<file path="src/rtl/uart_rx_ctrl.sv">
// uart_rx_ctrl: UART receive controller. Synchronises the serial line, gates
// an external baud generator through Count_Sig, samples on its mid-bit
// BPS_CLK pulse, checks optional parity and the stop bit, and hands bytes
// out through a valid/ack handshake with error and overrun reporting.
module uart_rx_ctrl #(
  parameter int DATA_BITS  = 8,
  parameter int PARITY_EN  = 0,
  parameter int PARITY_ODD = 0
) (
  input  logic       CLK,
  input  logic       RSTn,
  input  logic       RX_Pin_In,
  input  logic       BPS_CLK,
  output logic       Count_Sig,
  output logic [7:0] RX_Data,
  output logic       RX_Valid,
  input  logic       RX_Ack,
  output logic       Frame_Err,
  output logic       Parity_Err,
  output logic       Overrun
);

  localparam logic [2:0] ST_IDLE     = 3'd0;
  localparam logic [2:0] ST_START    = 3'd1;
  localparam logic [2:0] ST_DATA     = 3'd2;
  localparam logic [2:0] ST_PARITY   = 3'd3;
  localparam logic [2:0] ST_STOP     = 3'd4;
  localparam logic [2:0] ST_BRK_WAIT = 3'd5;

  localparam int         ALIGN    = 8 - DATA_BITS;
  localparam logic [3:0] LAST_BIT = 4'(DATA_BITS - 1);
  localparam logic       PAR_EN   = (PARITY_EN != 0);
  localparam logic       ODD_BIT  = (PARITY_ODD != 0);

  logic       r_s1, r_s2, r_s3;
  logic [2:0] r_state;
  logic [3:0] r_bitCnt;
  logic [7:0] r_shift;
  logic       r_parBit;
  logic       r_countSig;
  logic [7:0] r_data;
  logic       r_valid;
  logic       r_frameErr;
  logic       r_parityErr;
  logic       r_overrun;

  logic       w_fall;
  logic [7:0] w_rxByte;
  logic       w_parExp;
  logic       w_parBad;
  logic       w_load;

  // Bits arrive LSB-first into the MSB end, so short frames sit in the top
  // bits of the shift register and must be moved down to bit 0.
  assign w_fall   = r_s3 & ~r_s2;
  assign w_rxByte = r_shift >> ALIGN;
  assign w_parExp = (^w_rxByte) ^ ODD_BIT;
  assign w_parBad = PAR_EN & (r_parBit != w_parExp);
  assign w_load   = (r_state == ST_STOP) & BPS_CLK & r_s2 & ~w_parBad;

  assign Count_Sig  = r_countSig;
  assign RX_Data    = r_data;
  assign RX_Valid   = r_valid;
  assign Frame_Err  = r_frameErr;
  assign Parity_Err = r_parityErr;
  assign Overrun    = r_overrun;

  // Three-flop synchroniser on the asynchronous line; idles high.
  always_ff @(posedge CLK or negedge RSTn) begin
    if (!RSTn) begin
      r_s1 <= 1'b1;
      r_s2 <= 1'b1;
      r_s3 <= 1'b1;
    end else begin
      r_s1 <= RX_Pin_In;
      r_s2 <= r_s1;
      r_s3 <= r_s2;
    end
  end

  // Frame FSM: start detection, bit sampling, parity/stop checks, break wait.
  always_ff @(posedge CLK or negedge RSTn) begin
    if (!RSTn) begin
      r_state     <= ST_IDLE;
      r_bitCnt    <= 4'd0;
      r_shift     <= 8'd0;
      r_parBit    <= 1'b0;
      r_countSig  <= 1'b0;
      r_frameErr  <= 1'b0;
      r_parityErr <= 1'b0;
    end else begin
      r_frameErr  <= 1'b0;
      r_parityErr <= 1'b0;
      case (r_state)
        ST_IDLE: begin
          if (w_fall) begin
            r_state    <= ST_START;
            r_countSig <= 1'b1;
          end
        end
        ST_START: begin
          if (BPS_CLK) begin
            if (r_s2) begin
              r_state    <= ST_IDLE;
              r_countSig <= 1'b0;
            end else begin
              r_state  <= ST_DATA;
              r_bitCnt <= 4'd0;
              r_shift  <= 8'd0;
            end
          end
        end
        ST_DATA: begin
          if (BPS_CLK) begin
            r_shift  <= {r_s2, r_shift[7:1]};
            r_bitCnt <= r_bitCnt + 4'd1;
            if (r_bitCnt == LAST_BIT) begin
              r_state <= PAR_EN ? ST_PARITY : ST_STOP;
            end
          end
        end
        ST_PARITY: begin
          if (BPS_CLK) begin
            r_parBit <= r_s2;
            r_state  <= ST_STOP;
          end
        end
        ST_STOP: begin
          if (BPS_CLK) begin
            r_countSig <= 1'b0;
            if (!r_s2) begin
              r_frameErr <= 1'b1;
              r_state    <= ST_BRK_WAIT;
            end else begin
              r_parityErr <= w_parBad;
              r_state     <= ST_IDLE;
            end
          end
        end
        ST_BRK_WAIT: begin
          if (r_s2) begin
            r_state <= ST_IDLE;
          end
        end
        default: begin
          r_state    <= ST_IDLE;
          r_countSig <= 1'b0;
        end
      endcase
    end
  end

  // Output handshake: load on a good stop bit, clear on ack, flag overruns.
  always_ff @(posedge CLK or negedge RSTn) begin
    if (!RSTn) begin
      r_data    <= 8'd0;
      r_valid   <= 1'b0;
      r_overrun <= 1'b0;
    end else if (w_load) begin
      r_data  <= w_rxByte;
      r_valid <= 1'b1;
      if (r_valid && !RX_Ack) begin
        r_overrun <= 1'b1;
      end
    end else if (r_valid && RX_Ack) begin
      r_valid   <= 1'b0;
      r_overrun <= 1'b0;
    end
  end

endmodule

</file>
<file path="config.mk">
export PLATFORM = sky130hd
export DESIGN_NAME = uart_rx_ctrl
export DESIGN_NICKNAME = d
export VERILOG_FILES = /design/src/rtl/uart_rx_ctrl.sv
export SDC_FILE = /design/constraint.sdc
export NUM_CORES = 1
export LEC_CHECK = 0
export CELL_PAD_IN_SITES_DETAIL_PLACEMENT = 1
export CELL_PAD_IN_SITES_GLOBAL_PLACEMENT = 2
export CORE_MARGIN = 2
export CORE_UTILIZATION = 23
export DETAILED_ROUTE_END_ITERATION = 8
export GPL_ROUTABILITY_DRIVEN = 0
export PLACE_DENSITY = 0.53
export SYNTH_ARGS = -nofsm -noshare
export SYNTH_HDL_FRONTEND = slang
export SYNTH_SLANG_ARGS = --single-unit
</file>
<file path="constraint.sdc">
create_clock -name CLK -period 2.5 [get_ports CLK]
set_clock_uncertainty 0.05 [all_clocks]
set_input_delay 0.625 -clock CLK [delete_from_list [all_inputs] [get_ports CLK]]
set_output_delay 0.625 -clock CLK [all_outputs]
set_load 0.02 [all_outputs]
</file>
[Word level (Yosys, flattened, before mapping)]
Cells that the tools add are included.
Storage, ports and cells
  memories: 0
  ROM bits: 0
  flip-flop bits (word level): 30
  latch bits: 0
  memory bits (writable): 0
  logic and storage cells: 74
  output and inout port bits: 13
Cells by class
  mux-type cells: 30
  reduce and logical (&&, ||, !) cells: 11
  divide/modulo/power cells: 0
  bitwise gates (word level): 5
  shift-type cells: 0
  equal/unequal tests: 16
  add/subtract/negate cells: 1
  magnitude comparators: 0
  $mul: 0
Operators with widths (number)
  3-bit 2-to-1 mux: 8
  8-bit 2-to-1 mux: 3
  2-bit != test (second input constant): 9
  3-bit case mux with 6 select lines: 1
  8-bit case mux with 2 select lines: 1
  4-bit 2-to-1 mux: 3
  1-bit 2-to-1 mux: 11
  4-bit case mux with 2 select lines: 1
  7-bit AND reduction: 1
  3-bit by 2-bit equality test with 1-bit output (second input constant): 2
  3-bit equality test (second input constant): 2
  5-bit AND reduction: 1
  4-bit by 1-bit adder with 4-bit output (second input constant): 1
  4-bit by 3-bit equality test with 1-bit output (second input constant): 1
  1-bit case mux with 4 select lines: 1
  4-bit AND reduction: 1
  2-bit nonzero test: 2
  1-bit bitwise AND: 3
  3-bit by 1-bit equality test with 1-bit output (second input constant): 1
  3-bit logical NOT: 1
  3-bit OR reduction: 1
  1-bit logical AND: 2
  2-bit 2-to-1 mux: 1
  2-bit by 1-bit != test with 1-bit output (second input constant): 1
  3 further kinds: 4

[Longest topological paths before layout]
Gate-level depths: netlist of the first run.
  depth in word-level cells: 5
  gate-level depth with buffers: 5
  mapped depth without buffers: 4

[Worst setup path after synthesis of the first run]
OpenSTA, ideal clock, no wires.
  kind: input to register
  from: in BPS_CLK
  to: reg r_data[0] (netlist: RX_Data[0])
  buffers on the path: 1
  setup slack: 794 ps
  required time: 2325 ps
  data arrival time: 1531 ps
  cell stages on the path: 4
  cells stage by stage: buf_4 -> nand2_4 -> nor3_4 -> mux2_2
Between the ends
  word-level cells in the longest chain between the ends: 2
RTL lines
  from (decl): line 13  | input logic BPS_CLK,
  1-bit bitwise AND (2 in a row): line 59  | assign w_load = (r_state == ST_STOP) & BPS_CLK & r_s2 & ~w_parBad;
  to (signal assigned): line 160  | r_data <= w_rxByte;
  to (decl): line 41  | logic [7:0] r_data;
No other way between the ends.
A chain may end at the register's enable or synchronous reset.

[Worst setup path after layout of the first run]
Same ends and word-level chain as after synthesis.

==> flow_metrics.py, run 1 <==
metrics = {
    "outcome": {
        "status": "finished, final reports clean",
    },
    "power_and_ir_drop": {
        "switching_power_w": 0.0006454,
        "combPwrFrac_pct": 33.6,
        "p_int_w": 0.001140,
        "swShare_pct": 36.15,
        "power_density_nw_per_um2": 1024,
        "seq_power_share_pct": 45.4,
        "p_leak_nw": 0.7691,
        "clkPwrFrac_pct": 21.0,
        "vdd_drop_max_v": 0.0002614,
    },
    "critical_path": {
        "cp-end-kind": "flip-flop",
        "r2r-start": "r_state[1]",
        "cp.arrival_ns": 2.05,
        "worstPathCellList": "clkdlybuf4s50_1, nand2_4, nor3_4, buf_12, mux2_2",
        "setup.worst_path.class": "primary input to flip-flop",
        "max_stage_delay_ns": 0.62,
        "cp_slowest_cell": "clkdlybuf4s50_1",
        "crit_family": "buffers and inverters",
        "path_max_fanout": 10,
        "r2r_cells": 4,
        "worstReg2RegEnd": "RX_Data[0]",
        "crit_buf_inv": 2,
        "start_kind": "primary input",
        "worstPathRequired_ns": 2.61,
        "reg2reg_slack_ns": 0.89,
    },
    "synthesis": {
        "seq_area_frac_synth_pct": 53.60,
        "netlist-cell-type-count": 36,
        "yosys_warnings": 0,
        "synth_cells": 112,
        "syn_nets": 118,
        "syn_avg_cell_area_um2": 12.57,
        "ys_ff_latch": 30,
        "netlist_area_um2": 1408,
    },
    "cts": {
        "postCtsSetupBuffers": 0,
        "cts_resized": 0,
        "path_clk_slew_ns": 0.06,
        "cts_tree": "yes",
        "cts_buffer_depth": 2,
        "cts_buffers": 5,
        "cts_root_buf": "clkbuf_8",
        "postCtsHoldBufs": 0,
        "cts.sink_count": 30,
        "cts_max_level": 2,
        "clkLatencyLatePin_ns": 0.28,
    },
    "finish": {
        "final_cell_mix": "dfrtp_1, clkdlybuf4s50_1, o2bb2ai_1",
        "final_nets": 138,
        "area.growth.synth_to_final_pct": 23.82,
        "num_antenna_cells": 0,
        "n_fill_cell": 654,
        "final_common_cell": "dfrtp_1",
        "layout-drive-gt1-share_pct": 18.80,
    },
    "route": {
        "viasPerCell": 4.495,
        "drtAntennaViolNets": 0,
        "drt_iter0_drc": 43,
        "wl_per_cell_um": 14.37,
        "routed_wl_um": 2989,
        "vias": 935,
        "drtPass1Iterations": 4,
        "drc_errors": 0,
    },
    "die": {
        "die_w_um": 82.23,
        "core_area_um2": 5921,
        "dieArea_um2": 6762,
        "initial_core_util_pct": 23.77,
        "row_count": 28,
        "die_y_um": 82.23,
        "ioPinCount": 18,
    },
    "global_route": {
        "grt_pass1_wl_um": 5181,
        "grt.total_usage_pct": 10.31,
        "grt_overflow_total": 0,
        "antenna_found_initial": 0,
        "grt_max_degree": 31,
        "grt_pass1_vias": 1053,
    },
    "min_path": {
        "min_to": "r_s2",
        "hold_class": "flip-flop to flip-flop",
        "min_path_cells": 0,
        "worstHoldStart": "r_s1",
    },
    "sta": {
        "min_period_over_period_pct": 77.46,
        "fmax_mhz": 516.4,
        "finalSetupTns_ns": 0,
        "setup_violations": 0,
        "fin_ws_ns": 0.5636,
        "final-hold-violation-count": 0,
        "timing.slew.headroom_pct": 59.91,
        "layout_min_cycle_time_ns": 1.936,
        "tightest_slew_ns": 0.6013,
        "slew_violations": 0,
        "grt_setup_unrepaired": "no",
    },
    "placement": {
        "portBuffers": 16,
        "post-place-ws_ns": 0.2544,
        "dp_hpwl_um": 2047,
    },
    "job": {
        "max-cap-violations": 0,
    },
}
==> synth_stat cells (all sizes together) <==
| cell type | instances | area share [%] |
|---|---|---|
| o31a | 2 | 1.2 |
| nor4 | 3 | 1.3 |
| a21oi | 1 | 0.36 |
| mux2i | 9 | 6.4 |
| o21a | 1 | 0.53 |
| nor3 | 2 | 1.5 |
| nor2b | 2 | 0.89 |
| a221o | 1 | 0.71 |
| o2bb2ai | 11 | 6.8 |
| clkbuf | 2 | 0.53 |
| dfrtp | 27 | 48 |
| dfstp | 3 | 5.6 |
| nor2 | 1 | 0.27 |
| a32o | 1 | 0.71 |
| inv | 1 | 0.27 |
| nand3 | 2 | 0.71 |
| buf | 8 | 4.0 |
| a31oi | 1 | 0.44 |
| mux2 | 8 | 6.4 |
| a41o | 1 | 0.71 |
| nand4b | 1 | 0.62 |
| a21boi | 2 | 1.1 |
| xor2 | 2 | 1.2 |
| o22ai | 1 | 0.44 |
| o21ai | 3 | 1.1 |
| nand2 | 2 | 1.1 |
| conb | 1 | 0.27 |
| nand2b | 6 | 2.7 |
| a211o | 1 | 0.62 |
| ha | 1 | 0.89 |
| or2 | 1 | 0.44 |
| nand3b | 4 | 2.1 |
==> power groups by stage <==
stage,Clock [W],Combinational [W],Sequential (W)
2_1_floorplan,0,0.000440,0.000770
3_3_place_gp,0,0.000593,0.000817
3_5_place_dp,0,0.000610,0.000820
4_1_cts,0.000392,0.000612,0.000814
5_1_grt,0.000418,0.000660,0.000842
6_report,0.000374,0.000600,0.000811
==> cell families after synthesis <==
logic type | synth area share, %
AOI/OAI and AO/OA | 14.76
xor gates and xnor gates | 1.245
adders and majority gates | 0.8887
buffers and inverters | 4.800
DFF | 53.60
muxes | 12.80
other | 0.2664
and+or+nand+nor | 11.64
==> registers in the layout (all words and copies together), names as in the netlist <==
signal and cells:
Frame_Err 1, RX_Valid 1, r_s3 1, r_state 3, r_shift 8, Overrun 1, r_s2 1, Count_Sig 1
RX_Data 8, r_s1 1, r_bitCnt 4
==> stage by stage <==
stage | power (W) | util, % | area (um2) | hold WS [ns] | cells
CTS | 0.001818 | 29.44 | 1743 | 0.3070 | 208
floorplan | 0.001210 | - | 1408 | 0.2794 | 112
global route | 0.001921 | 29.44 | 1743 | 0.3145 | 208
finish | 0.001785 | 29.44 | 1743 | 0.3053 | 208
detailed placement | 0.001430 | 28.09 | 1663 | 0.2978 | 200
global placement | 0.001410 | 28.09 | 1663 | 0.2958 | 200
==> per-layer routing <==
metal | track usage [%] | vias to the layer above | part of all wire, %
met5 | 0 | - | 0
met4 | 5.000 | 0 | 1.8
met3 | 3.696 | 7 | 5.0
met2 | 15.16 | 19 | 45
met1 | 13.36 | 462 | 48
li1 | - | 447 | -
==> layout make-up <==
cell class                 instances  area [um2]  share of cell area (%)
multi-input combinational         71       585.6                   33.60
inverter                           1       3.754                  0.2154
clock buffer                       8       80.08                   4.594
tap                               75       93.84                   5.384
sequential                        30       754.5                   43.29
timing repair buffer              23       225.2                   12.92
==> worst max path at each step <==
| stage | start | cells past startpoint | slack, ns | to |
|---|---|---|---|---|
| after CTS | RX_Data[0] | 1 | 0.55 | RX_Data[0] |
| after global routing | RX_Data[1] | 1 | 0.50 | RX_Data[1] |
| final | BPS_CLK | 5 | 0.56 | RX_Data[0] |
| after global placement | BPS_CLK | 5 | 0.30 | RX_Data[7] |
| after floorplan | BPS_CLK | 4 | 0.79 | RX_Data[0] |
| after detailed placement | BPS_CLK | 5 | 0.25 | RX_Data[0] |
(Power assumes the default switching activity.)
==> inputs of run 2 (changes only) <==
PLACE_DENSITY = 0.55   (was 0.53)
clock period = 1.7 ns   (was 2.5 ns; I/O delays follow)
==> run 2 against run 1 <==
  * Register-to-register slack got worse by 0.66 ns
  * Sequential share of layout area fell by 1.2 points
  * Setup slack got worse by 0.33 ns
  * Sequential power rose by 36%
  * First-iteration DRC count fell by 42%
  * Count of clock-buffer cells in the layout fell by 2
  * Total power rose by 49%
  * Flip-flop and latch count did not move
  * Critical endpoint is now RX_Data[5]
  * Worst hold slack improved by 0.0056 ns
  * Design area rose by 2.8%
  * Final cell count rose by 1.9%
==> flow_metrics.py, run 2 (same netlist as run 1, synthesis figures left out) <==
metrics = {
    "die": {
        "die_w_um": 82.23,
        "row_count": 28,
        "die_y_um": 82.23,
        "initial_core_util_pct": 23.77,
        "ioPinCount": 18,
        "dieArea_um2": 6762,
        "core_area_um2": 5921,
    },
    "placement": {
        "portBuffers": 16,
        "dp_hpwl_um": 2073,
    },
    "finish": {
        "multiInputGateArea_um2": 585.6,
        "register_area_um2": 754.5,
        "fin_util_pct": 30.26,
        "n_fill_cell": 659,
        "final_nets": 142,
        "area.growth.synth_to_final_pct": 27.29,
        "layout-drive-gt1-share_pct": 23.36,
        "num_antenna_cells": 0,
        "final_cell_mix": "dfrtp_1, o2bb2ai_1, dlygate4sd2_1",
        "final_common_cell": "dfrtp_1",
    },
    "job": {
        "max-cap-violations": 0,
    },
    "critical_path": {
        "crit_family": "flip-flops",
        "worstPathCellList": "nand2b_1, nor3_4, buf_12, mux2_2",
        "worstReg2RegEnd": "RX_Data[5]",
        "cp-end-kind": "flip-flop",
        "worstSetupStartpoint": "r_s2",
        "worstPathRequired_ns": 1.82,
        "setup.worst_path.class": "flip-flop to flip-flop",
        "path_max_fanout": 10,
        "cp_slowest_cell": "dfstp_2",
        "cp-endpoint": "RX_Data[5]",
        "reg2reg_slack_ns": 0.23,
        "cp.arrival_ns": 1.58,
        "r2r_cells": 4,
        "start_kind": "flip-flop",
        "r2r-start": "r_s2",
        "cp_num_cells": 4,
        "crit_buf_inv": 1,
        "max_stage_delay_ns": 0.55,
    },
    "sta": {
        "min_period_over_period_pct": 86.32,
        "grt_setup_unrepaired": "no",
        "timing.hold.ws_ns": 0.3109,
        "final-hold-violation-count": 0,
        "finalSetupTns_ns": 0,
        "fmax_mhz": 681.4,
        "layout_min_cycle_time_ns": 1.467,
        "setup_violations": 0,
        "slew_violations": 0,
    },
    "cts": {
        "postCtsHoldBufs": 0,
        "cts_max_level": 2,
        "cts_root_buf": "clkbuf_8",
        "cts.sink_count": 30,
        "cts_tree": "yes",
        "cts_buffer_depth": 2,
        "clkLatencyLatePin_ns": 0.28,
        "path_clk_slew_ns": 0.07,
        "cts_buffers": 5,
    },
    "outcome": {
        "status": "finished, final reports clean",
    },
    "power_and_ir_drop": {
        "power_density_nw_per_um2": 1489,
        "vdd_drop_max_v": 0.0003929,
        "p_leak_nw": 0.8753,
    },
    "global_route": {
        "grt.total_usage_pct": 10.37,
        "grt_max_degree": 31,
        "grt_pass1_wl_um": 5168,
        "antenna_found_initial": 0,
        "grt_pass1_vias": 1050,
        "grt_overflow_total": 0,
    },
    "route": {
        "routed_wl_um": 3013,
        "dr.max_layer_used": "met4",
        "wl_met1_um": 1398,
        "vias": 960,
        "drtPass1Iterations": 4,
        "drtAntennaViolNets": 0,
        "drt_iter0_drc": 25,
        "drc_errors": 0,
        "viasPerCell": 4.528,
        "wl_per_cell_um": 14.21,
        "wl_met2_um": 1441,
        "met3_length_um": 134,
    },
    "min_path": {
        "hold_class": "flip-flop to flip-flop",
    },
}
==> run 2: worst min path at each step <==
| stage | depth (start not counted) | to | start |
|---|---|---|---|
| 2_1_floorplan | 0 | Count_Sig | RSTn |
| 3_3_place_gp | 0 | r_s2 | r_s1 |
| 3_5_place_dp | 0 | r_s2 | r_s1 |
| 4_1_cts | 0 | r_s2 | r_s1 |
| 5_1_grt | 0 | r_s2 | r_s1 |
| 6_report | 0 | r_s2 | r_s1 |
==> run 2: report_power, final <==
part / internal (W) / switching, W
sequential: 0.000923 / 0.000176
clock: 0.000325 / 0.000277
combinational: 0.000449 / 0.000518
total: 0.00170 / 0.000971
==> run 2: timing repair <==
item	in CTS	in global routing
setup buffers	0	0
gates resized for setup	11	2
pin swaps	0	0
endpoints found under the setup margin	11	5
==> run 2: through the flow <==
stage	cell area [um2]	std cells	total power, W	worst slack (ns)
6_report	1792	212	0.002668	0.2325
5_1_grt	1792	212	0.002885	0.1776
4_1_cts	1787	212	0.002730	0.007651
3_5_place_dp	1705	204	0.002146	-0.2757
3_3_place_gp	1705	204	0.002110	-0.2557
2_1_floorplan	1408	112	0.001780	0.1236
==> run 2: area by class of cell <==
class / instances / area share [%]
well taps: 75 / 5.237
repair buffers: 27 / 14.46
multi-input cells: 71 / 32.68
flip-flops and latches: 30 / 42.11
clock buffers: 6 / 4.609
clock inverters: 2 / 0.6983
inverters: 1 / 0.2095
==> run 2: per-layer routing <==
metal  GRT usage, %  vias to the layer above
met5              0                        -
met4          4.500                        0
met3          4.022                        5
met2          16.05                       19
met1          12.82                      478
li1               -                      458
==> edit 1 (config.mk and constraints of run 2) <==
Change the parameter `PARITY_EN` from 0 to 1.
--- a/src/rtl/uart_rx_ctrl.sv
+++ b/src/rtl/uart_rx_ctrl.sv
@@ -6,3 +6,3 @@
   parameter int DATA_BITS  = 8,
-  parameter int PARITY_EN  = 0,
+  parameter int PARITY_EN  = 1,
   parameter int PARITY_ODD = 0
Check against the original RTL: no difference found for any inputs over 10 cycles, from zero or initial values and one cycle with RSTn low; that may be too few to reach the edited logic, so the function may still have changed.
==> edit 1 against run 2 <==
The run now ends with setup timing left. Design area grew 15%. Via count grew 14%. Setup slack lost 470 ps. Sequential power shrank 12%. Routed wire length grew 16%. Total power shrank 5.1%. Synthesized area grew 0.89%. Sequential cell count grew 2.
==> edit 1: results (changes against run 2) <==
The longest individual stage delay on the worst path was 420 ps (was 550 ps). The critical path arrival is 2050 ps (was 1580 ps). The diode insertion count for antenna repair was 0 (unchanged). The number of antenna violations at the first check in global routing came to 0 (unchanged). The worst setup margin is -236 ps (was 233 ps). The clock transition at the register clock pins on the worst setup and hold paths after CTS is 70 ps (about the same).

The wire length per cell came out at 14.6 um (was 14.2 um). The share of cells above drive strength 1 is 0.370 (was 0.234). Status: finished, violations left (was complete, no violations). Biggest area contributors in the synthesized netlist: sky130_fd_sc_hd__dfrtp_1 (51%), sky130_fd_sc_hd__mux2_2 (7.9%), sky130_fd_sc_hd__dfstp_2 (5.6%) (was sky130_fd_sc_hd__dfrtp_1 (48%), sky130_fd_sc_hd__o2bb2ai_1 (6.8%), sky130_fd_sc_hd__mux2i_1 (6.4%)). The fill cell instance count of the final layout came to 676 (was 659).

The number of library cell types mapped by synthesis is 32 (was 36). The cell count after synthesis came out at 115 (was 112). The number of warnings reported in the yosys synthesis log came out at 0 (unchanged). The depth of the CTS H-tree came out at 2 (unchanged). The largest fanout on the critical path is 5 (was 10). The iteration-0 DRC count of the detailed router is 28 (was 25). The worst supply voltage drop on vdd came out at 0.401 mV (was 0.393 mV). The final net count is 170 (was 142). The cell at the slowest stage of the critical path is sky130_fd_sc_hd__xor3_2 (was sky130_fd_sc_hd__dfstp_2).

The final setup violation count is 10 (was 0). The number of cells traversed by the worst hold path came to 0 (unchanged). The pin count of the biggest net entering global routing came out at 33 (was 31). The mean number of vias per cell came out at 4.57 (was 4.53). The instance area at placement is 0.00187 sq mm (was 0.00171 sq mm).

The count of placed standard cells in the final layout, fillers left out came out at 240 (was 212). The total of buffers placed on input and output ports is 17 (was 16). The post-placement worst setup slack is -410 ps (was -276 ps). The total track usage came out at 0.112 (was 0.104). The wire length of the first global-routing pass came out at 5640 um (was 5170 um). The detailed placer's ending HPWL came to 2410 um (was 2070 um). The number of global-route vias before repair is 1157 (was 1050). The sequential element share of the synthesized area came out at 0.567 (was 0.536). The number of CTS-inserted buffers is 5 (unchanged). The deepest clock path buffer count came out at 2 (unchanged). The worst reg2reg path depth came out at 5 (was 4). The checks that failed: setup timing. The class of the tightest hold or removal check is reg -> reg (unchanged).

The total leakage power was 1.02 nW (was 0.875 nW). The instance count after placement with tap cells included is 229 (was 204). Top cells by instance count after synthesis: sky130_fd_sc_hd__dfrtp_1 (29), sky130_fd_sc_hd__mux2_2 (10), sky130_fd_sc_hd__a22o_1 (9) (was sky130_fd_sc_hd__dfrtp_1 (27), sky130_fd_sc_hd__o2bb2ai_1 (11), sky130_fd_sc_hd__mux2i_1 (9)).
edit 1: cell types whose count changed in the layout (fill, tap and decap cells not counted), sizes merged, moves of 3 or more:
| cell | delta |
|---|---|
| o2bb2ai | -11 |
| nor4 | -3 |
| and3 | +3 |
| nand2b | -4 |
| mux2i | -6 |
| a22o | +9 |
| buf | +18 |
| nand3b | -4 |
| nor2b | +3 |
| xnor2 | +3 |
| nand2 | +3 |
| o21ai | +6 |
edit 1: cells by family after synthesis:
family          Yosys count  synth area share
flops                    32             0.567
compound gates           27             0.131
buf+inv                   7            0.0220
xor+xnor                  7            0.0634
fa+ha+maj                 1           0.00881
simple gates             28             0.107
mux                      13             0.100
edit 1: cell type report:
cell class / count / area, sq um / share of cell area
repair buffers: 46 / 399 / 0.193
well taps: 75 / 93.8 / 0.0454
multi-input cells: 76 / 644 / 0.312
flip-flops and latches: 32 / 808 / 0.391
clock inverters: 3 / 42.5 / 0.0206
clock buffers: 5 / 68.8 / 0.0333
inverters: 3 / 11.3 / 0.00544
edit 1: metal layers:
layer,GRT usage,share of wire
met1,0.141,0.45
met4,0.0295,0.010
met3,0.0348,0.039
met5,0,0
met2,0.185,0.50
edit 1: worst paths after layout:
path | slack, ps | endpoint | startpoint
max | -240 | RX_Data[1]$_DFFE_PN0P_ | r_shift[4]$_DFFE_PN0P_
min | 310 | r_s2$_DFF_PN1_ | r_s1$_DFF_PN1_
max reg2reg | -240 | RX_Data[1]$_DFFE_PN0P_ | r_shift[4]$_DFFE_PN0P_
min reg2reg | 310 | r_s2$_DFF_PN1_ | r_s1$_DFF_PN1_
max in group asynchronous | 890 | r_s3$_DFF_PN1_ | RSTn
min in group asynchronous | 470 | RX_Data[1]$_DFFE_PN0P_ | RSTn
edit 1: metrics by stage:
stage               power [mW]   util  TNS (ps)
global placement          1.77  0.314     -6830
CTS                       2.53  0.331     -2020
global route              2.71  0.347     -2820
detailed placement        1.79  0.314     -7250
finish                    2.53  0.347     -2110
floorplan                 1.42      -     -1090
edit 1: report_power, final:
part / internal [mW] / leakage (nW) / switching (mW) / total [mW]
registers: 0.865 / 0.424 / 0.105 / 0.970
logic: 0.464 / 0.542 / 0.376 / 0.839
clock network: 0.433 / 0.0541 / 0.287 / 0.721
edit 1: what timing repair did:
action	CTS	global route
buffers inserted	0	2
pin swaps	0	5
gates cloned	0	1
hold buffers	0	0
gates resized for setup	14	27
endpoints found under the setup margin	26	24
edit 1: worst max-delay path, delay by kind of cell, from the launching register on:
family,cells,cell delay [ps]
xor+xnor,1,420
mux,2,530
buf+inv,1,170
flops,1,400
simple gates,1,240
==> edit 2 (settings of run 2) <==
Made on the original files. Register the output `Count_Sig` once more, with the module's reset; this adds one clock of latency there. The other outputs are not delayed to match.
--- a/src/rtl/uart_rx_ctrl.sv
+++ b/src/rtl/uart_rx_ctrl.sv
@@ -60,3 +60,9 @@
 
-  assign Count_Sig  = r_countSig;
+  always_ff @(posedge CLK or negedge RSTn) begin
+    if (!RSTn) begin
+      Count_Sig <= '0;
+    end else begin
+      Count_Sig <= r_countSig;
+    end
+  end
   assign RX_Data    = r_data;
Behaviour: not the same (Yosys sat finds a counterexample within 4 cycles, from zero or initial values and one cycle with RSTn low).
==> edit 2 against run 2 <==
Setup slack worse by 150 ps. Synthesized area is 1.3% higher. Largest power group unchanged. Highest routed layer unchanged. Total power is 11% higher. Sequential power is 12% higher. Sequential cell count is 1 higher. Non-clock buffer count stayed put. Design area is 2.7% higher. Routed wire length is 5.6% higher.
==> edit 2: results (changes against run 2) <==
Status: complete, no violations (unchanged). Biggest area contributors in the synthesized netlist: sky130_fd_sc_hd__dfrtp_1 (49%), sky130_fd_sc_hd__mux2i_1 (6.3%), sky130_fd_sc_hd__mux2_2 (6.3%) (was sky130_fd_sc_hd__dfrtp_1 (48%), sky130_fd_sc_hd__o2bb2ai_1 (6.8%), sky130_fd_sc_hd__mux2i_1 (6.4%)). The iteration-0 DRC count of the detailed router is 23 (was 25). The critical path arrival was 1720 ps (was 1580 ps). The residual antenna-violating net count after detailed routing came out at 0 (unchanged).

The detailed placer's ending HPWL is 2260 um (was 2070 um). The pin count of the biggest net entering global routing came to 19 (was 31). The share of cells above drive strength 1 was 0.267 (was 0.234). The longest individual stage delay on the worst path is 530 ps (was 550 ps). The cell at the slowest stage of the critical path is sky130_fd_sc_hd__or4bb_4 (was sky130_fd_sc_hd__dfstp_2). The fill cell instance count of the final layout is 688 (was 659). The sequential element share of the synthesized area is 0.546 (was 0.536). The synthesized cell area was 0.00143 sq mm (was 0.00141 sq mm). The instance area at placement is 0.00174 sq mm (was 0.00171 sq mm). The final net count is 155 (was 142).

The total track usage was 0.107 (was 0.104). The wire length of the first global-routing pass is 5400 um (was 5170 um). The power spent charging and discharging nets was 1.06 mW (was 0.971 mW).

The number of global-route vias before repair is 1085 (was 1050). After clock tree synthesis, the clock-pin slew on the worst setup and hold paths is 60 ps. The count of vias placed by the detailed router came out at 998 (was 960). The total leakage power came out at 0.858 nW (was 0.875 nW). The net count after synthesis came out at 128 (was 118).

The number of library cell types mapped by synthesis was 43 (was 36). The worst supply voltage drop on vdd is 0.593 mV (was 0.393 mV). Top cells by instance count after synthesis: sky130_fd_sc_hd__dfrtp_1 (28), sky130_fd_sc_hd__inv_1 (13), sky130_fd_sc_hd__nand2_1 (10) (was sky130_fd_sc_hd__dfrtp_1 (27), sky130_fd_sc_hd__o2bb2ai_1 (11), sky130_fd_sc_hd__mux2i_1 (9)). The family with the most delay on the worst path is simple AND/OR/NAND/NOR gates (was flip-flops). The wire length after detailed routing came out at 3180 um (was 3010 um). The deepest clock path buffer count came out at 2 (unchanged). The largest fanout on the critical path is 10 (unchanged).
-- edit 2: path summary, 6_finish.rpt --
kind | start | endpoint | slack [ps] | cells past startpoint
max in group asynchronous | RSTn | r_shift[2]$_DFFE_PN0P_ | 780 | 2
max reg2reg | r_state[0]$_DFFE_PN0P_ | r_bitCnt[3]$_DFFE_PN0P_ | 90 | 4
min reg2reg | r_s1$_DFF_PN1_ | r_s2$_DFF_PN1_ | 310 | 0
min in group asynchronous | RSTn | r_s2$_DFF_PN1_ | 540 | 1
min | r_s1$_DFF_PN1_ | r_s2$_DFF_PN1_ | 310 | 0
max | r_state[0]$_DFFE_PN0P_ | r_bitCnt[3]$_DFFE_PN0P_ | 90 | 4
-- edit 2: area by class of cell --
type                    count  area share
repair buffers             27       0.141
flip-flops and latches     31       0.424
multi-input cells          71       0.303
well taps                  75      0.0510
inverters                  13      0.0265
clock buffers               8      0.0544
-- edit 2: kinds of logic after synthesis --
logic type               after synthesis  synth area share
AND/OR/NAND/NOR                       31             0.135
adder cells (fa/ha/maj)                1           0.00877
multiplexers                          17             0.126
AO/OA/AOI/OAI                         21             0.111
other                                  1           0.00263
flip-flops                            31             0.546
buffers and inverters                 20            0.0702
-- edit 2: timing repair --
item,4_1_cts,5_1_grt
endpoints found under the setup margin,14,12
gates resized for setup,13,4
endpoints found under the hold margin,0,0
-- edit 2: power by group through the flow --
stage | Clock, mW | Combinational (mW) | Sequential (mW)
after floorplan | 0 | 0.656 | 1.25
after global placement | 0 | 1.13 | 1.22
after detailed placement | 0 | 1.15 | 1.24
after CTS | 0.665 | 1.12 | 1.23
after global routing | 0.701 | 1.21 | 1.27
final | 0.637 | 1.10 | 1.23
-- edit 2: metal layers --
| layer | global-route usage | share of wire |
|---|---|---|
| met2 | 0.172 | 0.47 |
| met5 | 0 | 0 |
| met1 | 0.136 | 0.47 |
| met4 | 0.0443 | 0.017 |
| met3 | 0.0304 | 0.046 |
-- edit 2: through the flow --
stage                util  hold slack (ps)  setup WS (ps)  power, mW  cells
floorplan               -             79.4            166       1.91    122
global placement    0.292              297           -317       2.35    217
detailed placement  0.292              298           -425       2.39    217
CTS                 0.307              308          0.968       3.01    225
global route        0.309              312           4.70       3.19    225
finish              0.309              307           85.8       2.97    225
-- edit 2: worst register-to-register path: stages (launching register included) --
cell and delay (ps):
sky130_fd_sc_hd__dfrtp_2 480, sky130_fd_sc_hd__buf_4 180, sky130_fd_sc_hd__or4bb_4 530, sky130_fd_sc_hd__o311ai_2 100, sky130_fd_sc_hd__o211ai_1 140
